## src/rtl/dtw_axis_pkg.sv

```systemverilog
// Shared state encoding and sizing helper for the DTW AXI-Stream packet master.
package dtw_axis_pkg;

   typedef enum logic [1:0] {
      IDLE         = 2'd0,
      INIT_COUNTER = 2'd1,
      SEND_STREAM  = 2'd2
   } state_e;

   // Ceiling log2, so clogb2(16) = 4 and clogb2(1) = 0.
   function automatic int clogb2(input int n);
      int r;
      r = 0;
      while ((1 << r) < n) r++;
      return r;
   endfunction

endpackage

```

## src/rtl/dtw_sync_fifo.sv

```systemverilog
// Single-clock FIFO holding {last, data} words ahead of the stream output register.
module dtw_sync_fifo
   import dtw_axis_pkg::*;
#(
   parameter int WIDTH = 33,
   parameter int DEPTH = 16
) (
   input  logic                   clk,
   input  logic                   rst_n,
   input  logic                   wr_en,
   input  logic [WIDTH-1:0]       din,
   input  logic                   rd_en,
   output logic [WIDTH-1:0]       dout,
   output logic                   full,
   output logic                   empty,
   output logic [clogb2(DEPTH):0] count
);

   localparam int AW = clogb2(DEPTH);
   localparam int CW = AW + 1;

   logic [WIDTH-1:0] mem_q [DEPTH];
   logic [AW-1:0]    wr_ptr_q, wr_ptr_d;
   logic [AW-1:0]    rd_ptr_q, rd_ptr_d;
   logic [CW-1:0]    count_q, count_d;
   logic             wr_ok, rd_ok;

   always_comb begin
      wr_ok    = wr_en & ~full;
      rd_ok    = rd_en & ~empty;
      // Power-of-two depth lets the pointers wrap by plain overflow.
      wr_ptr_d = wr_ptr_q + AW'(wr_ok);
      rd_ptr_d = rd_ptr_q + AW'(rd_ok);
      count_d  = count_q + CW'(wr_ok) - CW'(rd_ok);
   end

   always_ff @(posedge clk or negedge rst_n) begin
      if (!rst_n) begin
         wr_ptr_q <= '0;
         rd_ptr_q <= '0;
         count_q  <= '0;
      end else begin
         wr_ptr_q <= wr_ptr_d;
         rd_ptr_q <= rd_ptr_d;
         count_q  <= count_d;
      end
   end

   always_ff @(posedge clk) begin
      if (wr_ok) mem_q[wr_ptr_q] <= din;
   end

   assign dout  = mem_q[rd_ptr_q];
   assign full  = (count_q == CW'(DEPTH));
   assign empty = (count_q == '0);
   assign count = count_q;

endmodule

```

## src/rtl/dtw_axis_pkt_master.sv

```systemverilog
// AXI4-Stream master that packetises DTW core results buffered in a small FIFO.
module dtw_axis_pkt_master
   import dtw_axis_pkg::*;
#(
   parameter int C_M_AXIS_TDATA_WIDTH = 32,
   parameter int FIFO_DEPTH           = 16,
   parameter int PKT_LEN              = 8,
   parameter int C_M_START_COUNT      = 32
) (
   input  logic                              M_AXIS_ACLK,
   input  logic                              M_AXIS_ARESETN,
   input  logic                              dtw_fifo_wren,
   input  logic [C_M_AXIS_TDATA_WIDTH-1:0]   dtw_fifo_din,
   input  logic                              dtw_fifo_last,
   output logic                              dtw_fifo_full,
   output logic [clogb2(FIFO_DEPTH):0]       dtw_fifo_count,
   output logic                              dtw_pkt_done,
   output logic                              M_AXIS_TVALID,
   output logic [C_M_AXIS_TDATA_WIDTH-1:0]   M_AXIS_TDATA,
   output logic [C_M_AXIS_TDATA_WIDTH/8-1:0] M_AXIS_TSTRB,
   output logic                              M_AXIS_TLAST,
   input  logic                              M_AXIS_TREADY
);

   localparam int W      = C_M_AXIS_TDATA_WIDTH;
   localparam int CNT_W  = clogb2(C_M_START_COUNT) + 1;
   localparam int BEAT_W = clogb2(PKT_LEN) + 1;

   state_e            state_q, state_d;
   logic [CNT_W-1:0]  wait_cnt_q, wait_cnt_d;
   logic              tvalid_q, tvalid_d;
   logic [W-1:0]      tdata_q, tdata_d;
   logic              last_bit_q, last_bit_d;
   logic [BEAT_W-1:0] beat_q, beat_d;
   logic              pkt_done_q, pkt_done_d;
   logic [W:0]        head;
   logic              fifo_empty, load, hs, tlast;

   dtw_sync_fifo #(
      .WIDTH (W + 1),
      .DEPTH (FIFO_DEPTH)
   ) u_fifo (
      .clk   (M_AXIS_ACLK),
      .rst_n (M_AXIS_ARESETN),
      .wr_en (dtw_fifo_wren),
      .din   ({dtw_fifo_last, dtw_fifo_din}),
      .rd_en (load),
      .dout  (head),
      .full  (dtw_fifo_full),
      .empty (fifo_empty),
      .count (dtw_fifo_count)
   );

   always_comb begin
      state_d    = state_q;
      wait_cnt_d = wait_cnt_q;
      case (state_q)
         IDLE:         state_d = INIT_COUNTER;
         INIT_COUNTER: begin
            if (wait_cnt_q == CNT_W'(C_M_START_COUNT - 1)) state_d = SEND_STREAM;
            else wait_cnt_d = wait_cnt_q + CNT_W'(1);
         end
         SEND_STREAM:  state_d = SEND_STREAM;
         default:      state_d = IDLE;
      endcase
   end

   // Output register refills from the FIFO head whenever it is empty or being drained.
   always_comb begin
      hs         = tvalid_q & M_AXIS_TREADY;
      tlast      = tvalid_q & (last_bit_q | (beat_q == BEAT_W'(PKT_LEN - 1)));
      load       = (state_q == SEND_STREAM) & ~fifo_empty & (~tvalid_q | M_AXIS_TREADY);
      tvalid_d   = tvalid_q;
      tdata_d    = tdata_q;
      last_bit_d = last_bit_q;
      beat_d     = beat_q;
      pkt_done_d = hs & tlast;
      if (load) begin
         tvalid_d   = 1'b1;
         tdata_d    = head[W-1:0];
         last_bit_d = head[W];
      end else if (hs) begin
         tvalid_d   = 1'b0;
      end
      if (hs) beat_d = tlast ? '0 : beat_q + BEAT_W'(1);
   end

   always_ff @(posedge M_AXIS_ACLK or negedge M_AXIS_ARESETN) begin
      if (!M_AXIS_ARESETN) begin
         state_q    <= IDLE;
         wait_cnt_q <= '0;
         tvalid_q   <= 1'b0;
         tdata_q    <= '0;
         last_bit_q <= 1'b0;
         beat_q     <= '0;
         pkt_done_q <= 1'b0;
      end else begin
         state_q    <= state_d;
         wait_cnt_q <= wait_cnt_d;
         tvalid_q   <= tvalid_d;
         tdata_q    <= tdata_d;
         last_bit_q <= last_bit_d;
         beat_q     <= beat_d;
         pkt_done_q <= pkt_done_d;
      end
   end

   assign M_AXIS_TVALID = tvalid_q;
   assign M_AXIS_TDATA  = tdata_q;
   assign M_AXIS_TLAST  = tlast;
   assign M_AXIS_TSTRB  = '1;
   assign dtw_pkt_done  = pkt_done_q;

endmodule
```

## config.mk

```make
export PLATFORM = sky130hd
export DESIGN_NAME = dtw_axis_pkt_master
export DESIGN_NICKNAME = d
export VERILOG_FILES = /design/src/rtl/dtw_axis_pkg.sv /design/src/rtl/dtw_sync_fifo.sv /design/src/rtl/dtw_axis_pkt_master.sv
export SDC_FILE = /design/constraint.sdc
export NUM_CORES = 1
export LEC_CHECK = 0
export ABC_AREA = 0
export CAP_MARGIN = 30
export CORE_ASPECT_RATIO = 0.5
export CORE_MARGIN = 2
export CORE_UTILIZATION = 40
export CTS_CLUSTER_DIAMETER = 150
export DETAILED_ROUTE_END_ITERATION = 10
export HOLD_SLACK_MARGIN = 0.12
export SLEW_MARGIN = 5
export SYNTH_ARGS = -nofsm -noshare
export SYNTH_HDL_FRONTEND = slang
export SYNTH_SLANG_ARGS = --single-unit
```

## constraint.sdc

```tcl
create_clock -name M_AXIS_ACLK -period 5.2 [get_ports M_AXIS_ACLK]
set_input_delay 0.52 -clock M_AXIS_ACLK [delete_from_list [all_inputs] [get_ports M_AXIS_ACLK]]
set_output_delay 0.52 -clock M_AXIS_ACLK [all_outputs]
set_load 0.01 [all_outputs]
```

# --- After elaboration in Yosys (flattened, before gate mapping) ---
# Memories as Yosys holds them, arrays and structs flattened. A register that Yosys moved wholly into a read port is not among the register bits.
# Cells that the tools add are included.
word_totals:
  regBits: 27
  n_memories: 1
  wordCells: 46
  in_bits: 37
  output_inout_bits: 45
  mem_bits_rw: 528
mem_list:
  columns: ["name", "depth", "width", "read_ports", "rd_clocked_by_memory_dff", "write_ports", "line", "rtl"]
  rows:
  - ["u_fifo.mem_q", 16, 33, 1, 1, 1, "dtw_sync_fifo.sv:22", "logic [WIDTH-1:0] mem_q [DEPTH];"]
op_classes:
  n_mux: 7
  n_eq_ne: 6
  reduce_logical: 5
  n_addsub: 6
  n_bitwise: 13
ops:
  columns: ["cell", "n"]
  rows:
  - ["4-bit by 1-bit adder with 4-bit output", 2]
  - ["1-bit bitwise AND", 7]
  - ["6-bit by 1-bit adder with 6-bit output (second input constant)", 1]
  - ["6-bit by 5-bit equality test with 1-bit output (second input constant)", 1]
  - ["2-bit case mux with 3 select lines", 1]
  - ["5-bit by 1-bit adder with 5-bit output", 1]
  - ["5-bit equality test (second input constant)", 1]
  - ["5-bit zero test", 1]
  - ["5-bit by 1-bit subtractor with 5-bit output", 1]
  - ["4-bit by 1-bit adder with 4-bit output (second input constant)", 1]
  - ["4-bit by 3-bit equality test with 1-bit output (second input constant)", 1]
  - ["1-bit 2-to-1 mux", 4]
  - ["4-bit 2-to-1 mux", 1]
  - ["1-bit NOT", 4]
  - ["2-bit by 1-bit equality test with 1-bit output (second input constant)", 1]
  - ["2-bit equality test (second input constant)", 1]
  - ["2-bit zero test", 1]
  - ["2-bit 2-to-1 mux", 1]
  - ["2-bit inequality test (second input constant)", 1]
  - ["1-bit bitwise OR", 2]
  - ["2-bit AND reduction", 1]
  - ["2-bit nonzero test", 1]
  - ["1-bit zero test", 1]

# --- Depth between registers and ports, before layout ---
# Gate-level depths: netlist (run 1).
depth:
  ltp_word: 6
  ltp_mapped: 13
  ltp_nobuf: 12

# --- Hierarchy ---
# A second synthesis (run 1) with hierarchy kept.
unflattened:
  cells_unflattened: 1168
  area_unflattened_um2: 23027.1
by_module_without_submodules:
  columns: ["mod", "n_inst", "cells_per_inst", "area_per_inst_um2", "seq_area_each_um2"]
  rows:
  - ["dtw_sync_fifo", 1, 1025, 21037.7, 16180.5]
  - ["dtw_axis_pkt_master", 1, 143, 1989.4, 1176.1]

# --- Least setup slack after synthesis (run 1) ---
# No wires, ideal clock.
synth_path:
  kind: "register to register"
  start: "register u_fifo.count_q[2] (netlist: u_fifo.count[2])"
  end: "memory u_fifo.mem_q[0][0], enable pin"
  path_slack_ps: 833
  arrival_time_ps: 3903
  path_buffers: 0
  setup_time_ps: 464
  synth_period_minus_slack_ps: 4367
  path_stages_with_launch: 7
  t_required_ps: 4736
  path_cell_list: "dfrtp_1 > inv_1 > ha_1 > nor4bb_1 > nor2b_1 > or3b_2 > nor3_1"
synth_between:
  elab_chain_len: 5
synth_rtl:
  columns: ["element", "line", "rtl"]
  rows:
  - ["from (decl)", "dtw_sync_fifo.sv:25", "logic [CW-1:0] count_q, count_d;"]
  - ["from (signal assigned)", "dtw_sync_fifo.sv:45", "count_q <= count_d;"]
  - ["5-bit equality test", "dtw_sync_fifo.sv:54", "assign full = (count_q == CW'(DEPTH));"]
  - ["via dtw_fifo_full", "dtw_axis_pkt_master.sv:15", "output logic dtw_fifo_full,"]
  - ["1-bit NOT", "dtw_sync_fifo.sv:29", "wr_ok = wr_en & ~full;"]
  - ["1-bit bitwise AND", "dtw_sync_fifo.sv:29", null]
  - ["1-bit 2-to-1 mux", "dtw_sync_fifo.sv:50", "if (wr_ok) mem_q[wr_ptr_q] <= din;"]
  - ["1-bit 2-to-1 mux (implied by the code)", "dtw_sync_fifo.sv:50", null]
  - ["to (decl)", "dtw_sync_fifo.sv:22", null]
# The timed path passes the listed nets, and every way through them passes these cells.

# --- Worst setup path after layout (run 1) ---
layout_path:
  start: "register u_fifo.count_q[3] (netlist: u_fifo.count[3])"
  end: "memory u_fifo.mem_q[10][28], enable pin"
layout_between:
  elab_chain_len: 5
layout_rtl:
  columns: ["element", "line"]
  rows:
  - ["5-bit equality test", "dtw_sync_fifo.sv:54"]
  - ["1-bit NOT", "dtw_sync_fifo.sv:29"]
  - ["1-bit bitwise AND", "dtw_sync_fifo.sv:29"]
  - ["1-bit 2-to-1 mux", "dtw_sync_fifo.sv:50"]
  - ["1-bit 2-to-1 mux (implied by the code)", "dtw_sync_fifo.sv:50"]
# Every way passes these cells.

==> results of run 1 <==
[kinds of logic (layout without fill, tap and decap cells)]
group / count (synthesis) / after routing / synth area share
mux: 166 / 166 / 0.1477
other cells: 1 / 4 / 0.0001671
simple gates: 63 / 63 / 0.01338
compound gates: 112 / 112 / 0.03474
xor+xnor: 14 / 14 / 0.005465
fa+ha+maj: 14 / 14 / 0.008141
flops: 588 / 588 / 0.7735
buf+inv: 67 / 208 / 0.01690
[registers in the layout, indices dropped and copies added, names as in the netlist]
name             count
M_AXIS_TVALID        1
beat_q               4
u_fifo.rd_ptr_q      4
dtw_pkt_done         1
wait_cnt_q           6
u_fifo.wr_ptr_q      4
u_fifo.mem_q       528
last_bit_q           1
state_q              2
M_AXIS_TDATA        32
u_fifo.count         5
[worst max-delay path by stage]
stage	start	end	slack (ns)	cells past startpoint
after floorplan	u_fifo.count[2]	u_fifo.mem_q[0][0]	0.83	6
after global placement	dtw_fifo_wren	u_fifo.mem_q[12][8]	1.73	4
after detailed placement	dtw_fifo_wren	u_fifo.mem_q[10][2]	1.89	5
after CTS	u_fifo.count[2]	u_fifo.count[4]	2.04	12
after global routing	u_fifo.count[3]	u_fifo.mem_q[10][28]	1.80	7
final	u_fifo.count[3]	u_fifo.mem_q[10][28]	2.06	7
[cells in the final DEF, fill, tap and decap left out, types with 3 or more instances in the layout]
| cell type | instances |
|---|---|
| a211oi_1 | 33 |
| a21o_1 | 34 |
| a21oi_1 | 3 |
| buf_12 | 5 |
| buf_4 | 20 |
| clkbuf_1 | 16 |
| clkbuf_16 | 53 |
| clkbuf_8 | 4 |
| clkdlybuf4s50_1 | 76 |
| clkinv_1 | 11 |
| clkinv_2 | 6 |
| conb_1 | 4 |
| dfrtp_1 | 57 |
| edfxtp_1 | 528 |
| ha_1 | 13 |
| inv_1 | 8 |
| mux2i_1 | 33 |
| mux4_2 | 132 |
| nand2_1 | 16 |
| nand2b_1 | 4 |
| nand3_1 | 5 |
| nor2_1 | 8 |
| nor2_4 | 12 |
| nor3_1 | 3 |
| nor3_2 | 4 |
| o21ai_0 | 6 |
| o22ai_1 | 34 |
| xnor2_1 | 5 |
| xor2_1 | 9 |
[metal layers]
| layer | up-vias | routed length (um) | GRT usage |
|---|---|---|---|
| li1 | 4471 | - | - |
| met5 | - | 0 | 0 |
| met2 | 238 | 23040 | 0.2763 |
| met1 | 5614 | 20610 | 0.2211 |
| met3 | 58 | 2151 | 0.02398 |
| met4 | 0 | 732 | 0.04000 |
[cell type report]
cell class	instances	area (sq um)
fillers	4580	29680
flip-flops and latches	588	17370
multi-input cells	373	4840
clock buffers	73	1441
repair buffers	103	1049
well taps	756	945.9
clock inverters	24	137.6
inverters	8	30.03
[cells in the mapped netlist (2+ instances only)]
library cell | number | area share
edfxtp_1 | 528 | 0.71
mux4_2 | 132 | 0.13
dfrtp_1 | 60 | 0.067
a21o_1 | 34 | 0.011
o22ai_1 | 34 | 0.0095
a211oi_1 | 33 | 0.011
mux2i_1 | 33 | 0.015
nor2_1 | 20 | 0.0033
buf_2 | 18 | 0.0040
clkbuf_1 | 16 | 0.0027
nand2_1 | 16 | 0.0027
ha_1 | 13 | 0.0072
buf_4 | 12 | 0.0040
xor2_1 | 9 | 0.0035
buf_6 | 8 | 0.0040
inv_1 | 8 | 0.0013
nor3_1 | 7 | 0.0016
nand3_1 | 6 | 0.0013
o21ai_0 | 6 | 0.0013
buf_1 | 5 | 0.00084
nand2b_1 | 5 | 0.0014
xnor2_1 | 5 | 0.0020
a21oi_1 | 3 | 0.00067
nand3b_1 | 2 | 0.00067
nor2b_1 | 2 | 0.00056
or2_2 | 2 | 0.00056
[report_power, final]
| group | internal, mW | total [mW] | switching [mW] |
|---|---|---|---|
| logic | 1.81 | 3.75 | 1.94 |
| registers | 5.79 | 6.17 | 0.381 |
| clock network | 1.94 | 3.61 | 1.67 |
| total | 9.54 | 13.5 | 3.99 |
[per-stage QoR]
stage          setup WS [ns]  power (mW)    util  hold slack [ns]
2_1_floorplan         0.8330       8.761       -           0.2244
5_1_grt                1.796       14.16  0.4651           0.4745
4_1_cts                2.039       13.70  0.4648           0.4797
3_5_place_dp           1.892       10.09  0.4361           0.4649
6_report               2.060       13.53  0.4651           0.4272
3_3_place_gp           1.728       9.979  0.4349           0.4645
[critical path: cells and delay by family, from the launching register on]
| family | cells | cell delay, ns |
|---|---|---|
| and+or+nand+nor | 4 | 1.69 |
| buffers and inverters | 2 | 0.50 |
| DFF | 1 | 0.40 |
| adders and majority gates | 1 | 0.19 |
==> run_results.csv, run 1 <==
group,metric,value,unit
run_status,status,"complete, no violations",
sta,relSlewSlack,0.3407,
global_routing,grt_util_all_layers,0.1619,
critical_path,r2r_slack,2.06,ns
global_routing,grt_pass1_vias,11100,
logic_synthesis,synth_flop_cell,"edfxtp_1",
critical_path,rr_endpoint,"u_fifo.mem_q[10][28]",
detailed_routing,drc,0,
sta,setup_viol,0,
clock_network,path_clk_slew,0.07,ns
clock_network,root_buffer,"clkbuf_16",
detailed_routing,wl_per_cell,24.17,um
clock_network,htree_levels,2,
sta,post-route-min-period,3.140,ns
detailed_routing,drtPass1Iterations,5,
pwr,p_leak,8.441,nW
clock_network,cts_made_buffers,53,
global_routing,grt_pass1_wl,70.32,mm
job,drv_cap,0,
clock_network,cts_setup_buffers,0,
critical_path,crit_type,"register to register",
global_routing,grt_max_degree,61,
die,die_h,171.5,um
detailed_routing,ant_nets,0,
clock_network,clk_latency,0.59,ns
place,place_inst,1826,
place,place.port_buffers,77,
die,die_w,339.0,um
critical_path,critPathLaunchType,"register",
logic_synthesis,async_flop_share,0.1020,
finish,antenna_cells,0,
sta,min_period_over_period,0.6039,
critical_path,cp.arrival,3.39,ns
place,gp_congestion,0.7243,
logic_synthesis,syn_area,0.02244,sq mm
pwr,power.density,524.4,mW/mm^2
critical_path,rr_startpoint,"u_fifo.count[3]",
logic_synthesis,synth_edf_count,528,
hold_path,holdCritPathClass,"primary input to asynchronous set/reset pin",
logic_synthesis,synth_area_per_cell,21.89,sq um
sta,finalHoldViolCount,0,
detailed_routing,route.vias.total,10380,
logic_synthesis,yosysSeqAreaShare,0.7735,
logic_synthesis,ys_seq_elements,588,
global_routing,grt_overflow,0,
sta,rsz0062_at_grt,"no",
finish,postLayoutCellArea,0.02581,sq mm
clock_network,cts-resized-gates,0,
sta,worst_pin_slew,0.9889,ns
die,rows,61,
die,ios,82,
sta,fmax,0.3184,GHz
logic_synthesis,yosysWarnings,0,
place,place_area,0.02420,sq mm
finish,fin_nets,1178,
finish,drive_above_1_share,0.2173,
clock_network,clock-sinks,588,
critical_path,path_cells,"inv_1 > ha_1 > nor4bb_1 > nor2b_1 > nand3b_1 > nor2_4 > buf_4",
critical_path,required,5.45,ns
clock_network,cts_max_path_buffers,3,
critical_path,reg2reg_depth,7,
clock_network,hold_buffers,1,
detailed_routing,vias_per_cell,5.393,
finish,finalNonFillerCells,1925,
pwr,ir_drop,389.3,uV
die,dieArea,0.05812,sq mm
finish,area_delta_synth_final,15.02,%
place,dp_hpwl,26.60,mm
critical_path,cpPeakStageDelay,0.69,ns
die,core,0.05549,sq mm
logic_synthesis,synth_cells,1025,
critical_path,cp-end-kind,"register",
global_routing,antenna_found_initial,0,
sta,final-max-slew-violation-count,0,
logic_synthesis,yosysUniqueCellTypes,34,
die,start_util,0.4044,
clock_network,cts_tree,"done",
sta,finalClockSkew,0.01989,ns
critical_path,crit_fanout,17,
detailed_routing,drt_iter0_drc,882,
sta,final.setup.tns,0,ns
detailed_routing,wl,46.53,mm
critical_path,cpMaxStageDelayCell,"nor2_4",
(Power assumes the default switching activity.)
==> run 2: changes to the inputs <==
Clock period 5.2 ns to 3.3 ns, I/O delays scaled along.
==> run 2 against run 1 <==
Against the previous run: via count grew 2.7%; wire length grew 4.7%; first-iteration DRC count grew 8.4%; critical endpoint is now u_fifo.mem_q[2][18]; design area grew 1.3%; largest cell class unchanged; die area is the same; register-to-register slack lost 1.6 ns; sequential cell count is the same; combinational power grew 71%; final cell count grew 0.88%.
==> run_results.csv, run 2 (synthesis gave the netlist of run 1 again) <==
group,metric,value,unit
die,core,0.05549,sq mm
finish,drive_above_1_share,0.2268,
global_routing,grt_pass1_wl,71.88,mm
detailed_routing,wl,48.69,mm
clock_network,cts_max_path_buffers,3,
sta,finalClockSkew,0.01912,ns
pwr,p_int,15.33,mW
finish,post-route-util,0.4710,
die,ios,82,
die,die_h,171.5,um
detailed_routing,wl_per_cell,25.07,um
die,start_util,0.4044,
global_routing,grt_overflow,0,
clock_network,cts_tree,"done",
clock_network,root_buffer,"clkbuf_16",
run_status,status,"complete, no violations",
job,drv_cap,0,
finish,final_cell_mix,"edfxtp_1 (528), mux4_2 (132), clkdlybuf4s50_1 (76)",
finish,fin_nets,1196,
clock_network,cts-resized-gates,0,
die,die_w,339.0,um
clock_network,clock-sinks,588,
critical_path,rr_endpoint,"u_fifo.mem_q[2][18]",
critical_path,cp-end-kind,"register",
sta,fin_ws,0.4331,ns
clock_network,path_clk_slew,0.07,ns
global_routing,antenna_found_initial,0,
detailed_routing,drc,0,
global_routing,grt_pass1_vias,10870,
place,gp_congestion,0.7806,
sta,rsz0062_at_grt,"no",
pwr,p_sw_frac,0.2988,
critical_path,crit_fanout,22,
pwr,p_seq_frac,0.443,
sta,setup_viol,0,
die,dieArea,0.05812,sq mm
sta,relSlewSlack,0.3846,
finish,area_delta_synth_final,16.47,%
sta,final-max-slew-violation-count,0,
critical_path,rr_startpoint,"u_fifo.count[2]",
global_routing,grt_max_degree,70,
global_routing,grt_util_all_layers,0.1676,
pwr,ir_drop,428.0,uV
place,dp_slack,0.4021,ns
critical_path,cp.arrival,3.10,ns
pwr,power.density,836.6,mW/mm^2
clock_network,clk_latency,0.59,ns
place,place.port_buffers,77,
detailed_routing,vias_per_cell,5.488,
critical_path,r2r_slack,0.43,ns
sta,min_period_over_period,0.8687,
die,rows,61,
critical_path,required,3.54,ns
finish,num-fill-cells,4507,
clock_network,htree_levels,2,
finish,layout_commonest_cell,"edfxtp_1",
pwr,power.switching,6.533,mW
pwr,p_leak,8.596,nW
critical_path,reg2reg_depth,7,
critical_path,critPathLaunchType,"register",
hold_path,holdCritPathClass,"primary input to asynchronous set/reset pin",
clock_network,cts_setup_buffers,0,
detailed_routing,drtPass1Iterations,5,
detailed_routing,drt_iter0_drc,956,
detailed_routing,route.vias.total,10660,
sta,worst_pin_slew,0.9232,ns
finish,top_register,"u_fifo.mem_q",
finish,largest_reg_flops,528,
sta,post-route-min-period,2.867,ns
critical_path,crit_type,"register to register",
pwr,clkPwrFrac,0.263,
sta,fmax,0.3488,GHz
clock_network,cts_made_buffers,52,
detailed_routing,ant_nets,0,
finish,antenna_cells,0,
sta,finalHoldViolCount,0,
place,dp_hpwl,29.98,mm
pwr,p_comb_frac,0.294,
run 2: routing by layer:
metal / global-route usage / vias up / share of wire
li1: - / 4498 / -
met5: 0 / - / 0
met2: 0.2690 / 306 / 0.48
met1: 0.2401 / 5793 / 0.44
met3: 0.03305 / 61 / 0.064
met4: 0.03536 / 0 / 0.017
run 2: power by group through the flow:
stage | sequential [mW] | combinational [mW] | clock (mW)
after global routing | 9.78 | 6.87 | 6.20
after floorplan | 9.64 | 4.17 | 0
after detailed placement | 9.86 | 6.51 | 0
final | 9.69 | 6.42 | 5.75
after CTS | 9.70 | 6.54 | 5.90
after global placement | 9.81 | 6.45 | 0
run 2: stage by stage:
step / total power, mW / TNS [ns] / area [sq um] / std cells / hold WS [ns]
after floorplan: 13.82 / -20.05 / 22480 / 1028 / 0.03441
after global placement: 16.25 / 0 / 24510 / 1845 / 0.4585
after detailed placement: 16.37 / 0 / 24510 / 1845 / 0.4651
after CTS: 22.14 / 0 / 26110 / 1941 / 0.4247
after global routing: 22.85 / 0 / 26140 / 1942 / 0.1376
final: 21.87 / 0 / 26140 / 1942 / 0.1446
run 2: worst max path at each step:
stage / startpoint / end / slack [ns] / depth (start not counted)
floorplan: u_fifo.count[2] / u_fifo.mem_q[12][0] / -0.20 / 6
CTS: u_fifo.count[2] / u_fifo.mem_q[2][22] / 0.38 / 7
finish: u_fifo.count[2] / u_fifo.mem_q[2][18] / 0.43 / 7
detailed placement: u_fifo.count[2] / u_fifo.mem_q[2][4] / 0.40 / 7
global placement: dtw_fifo_wren / u_fifo.mem_q[0][8] / 0.49 / 5
global route: u_fifo.count[2] / u_fifo.mem_q[2][19] / 0.26 / 7
run 2: worst max-delay path, stage by stage (launching register included):
cell,delay (ns)
dfrtp_1,0.38
inv_1,0.08
ha_1,0.20
nor4bb_1,0.16
nor2b_1,0.62
nand3b_1,0.46
nor3_4,0.25
buf_4,0.37
run 2: layout make-up:
class | count | area (sq um) | share of cell area
clock inverters | 27 | 229.0 | 0.008761
inverters | 8 | 30.03 | 0.001149
well taps | 756 | 945.9 | 0.03619
clock buffers | 68 | 1361 | 0.05209
multi-input cells | 373 | 4862 | 0.1860
flip-flops and latches | 588 | 17370 | 0.6644
repair buffers | 122 | 1341 | 0.05132
run 2: what timing repair did:
action,CTS,global route
hold buffers,1,0
hold endpoints to repair,60,0
endpoints found under the setup margin,0,0
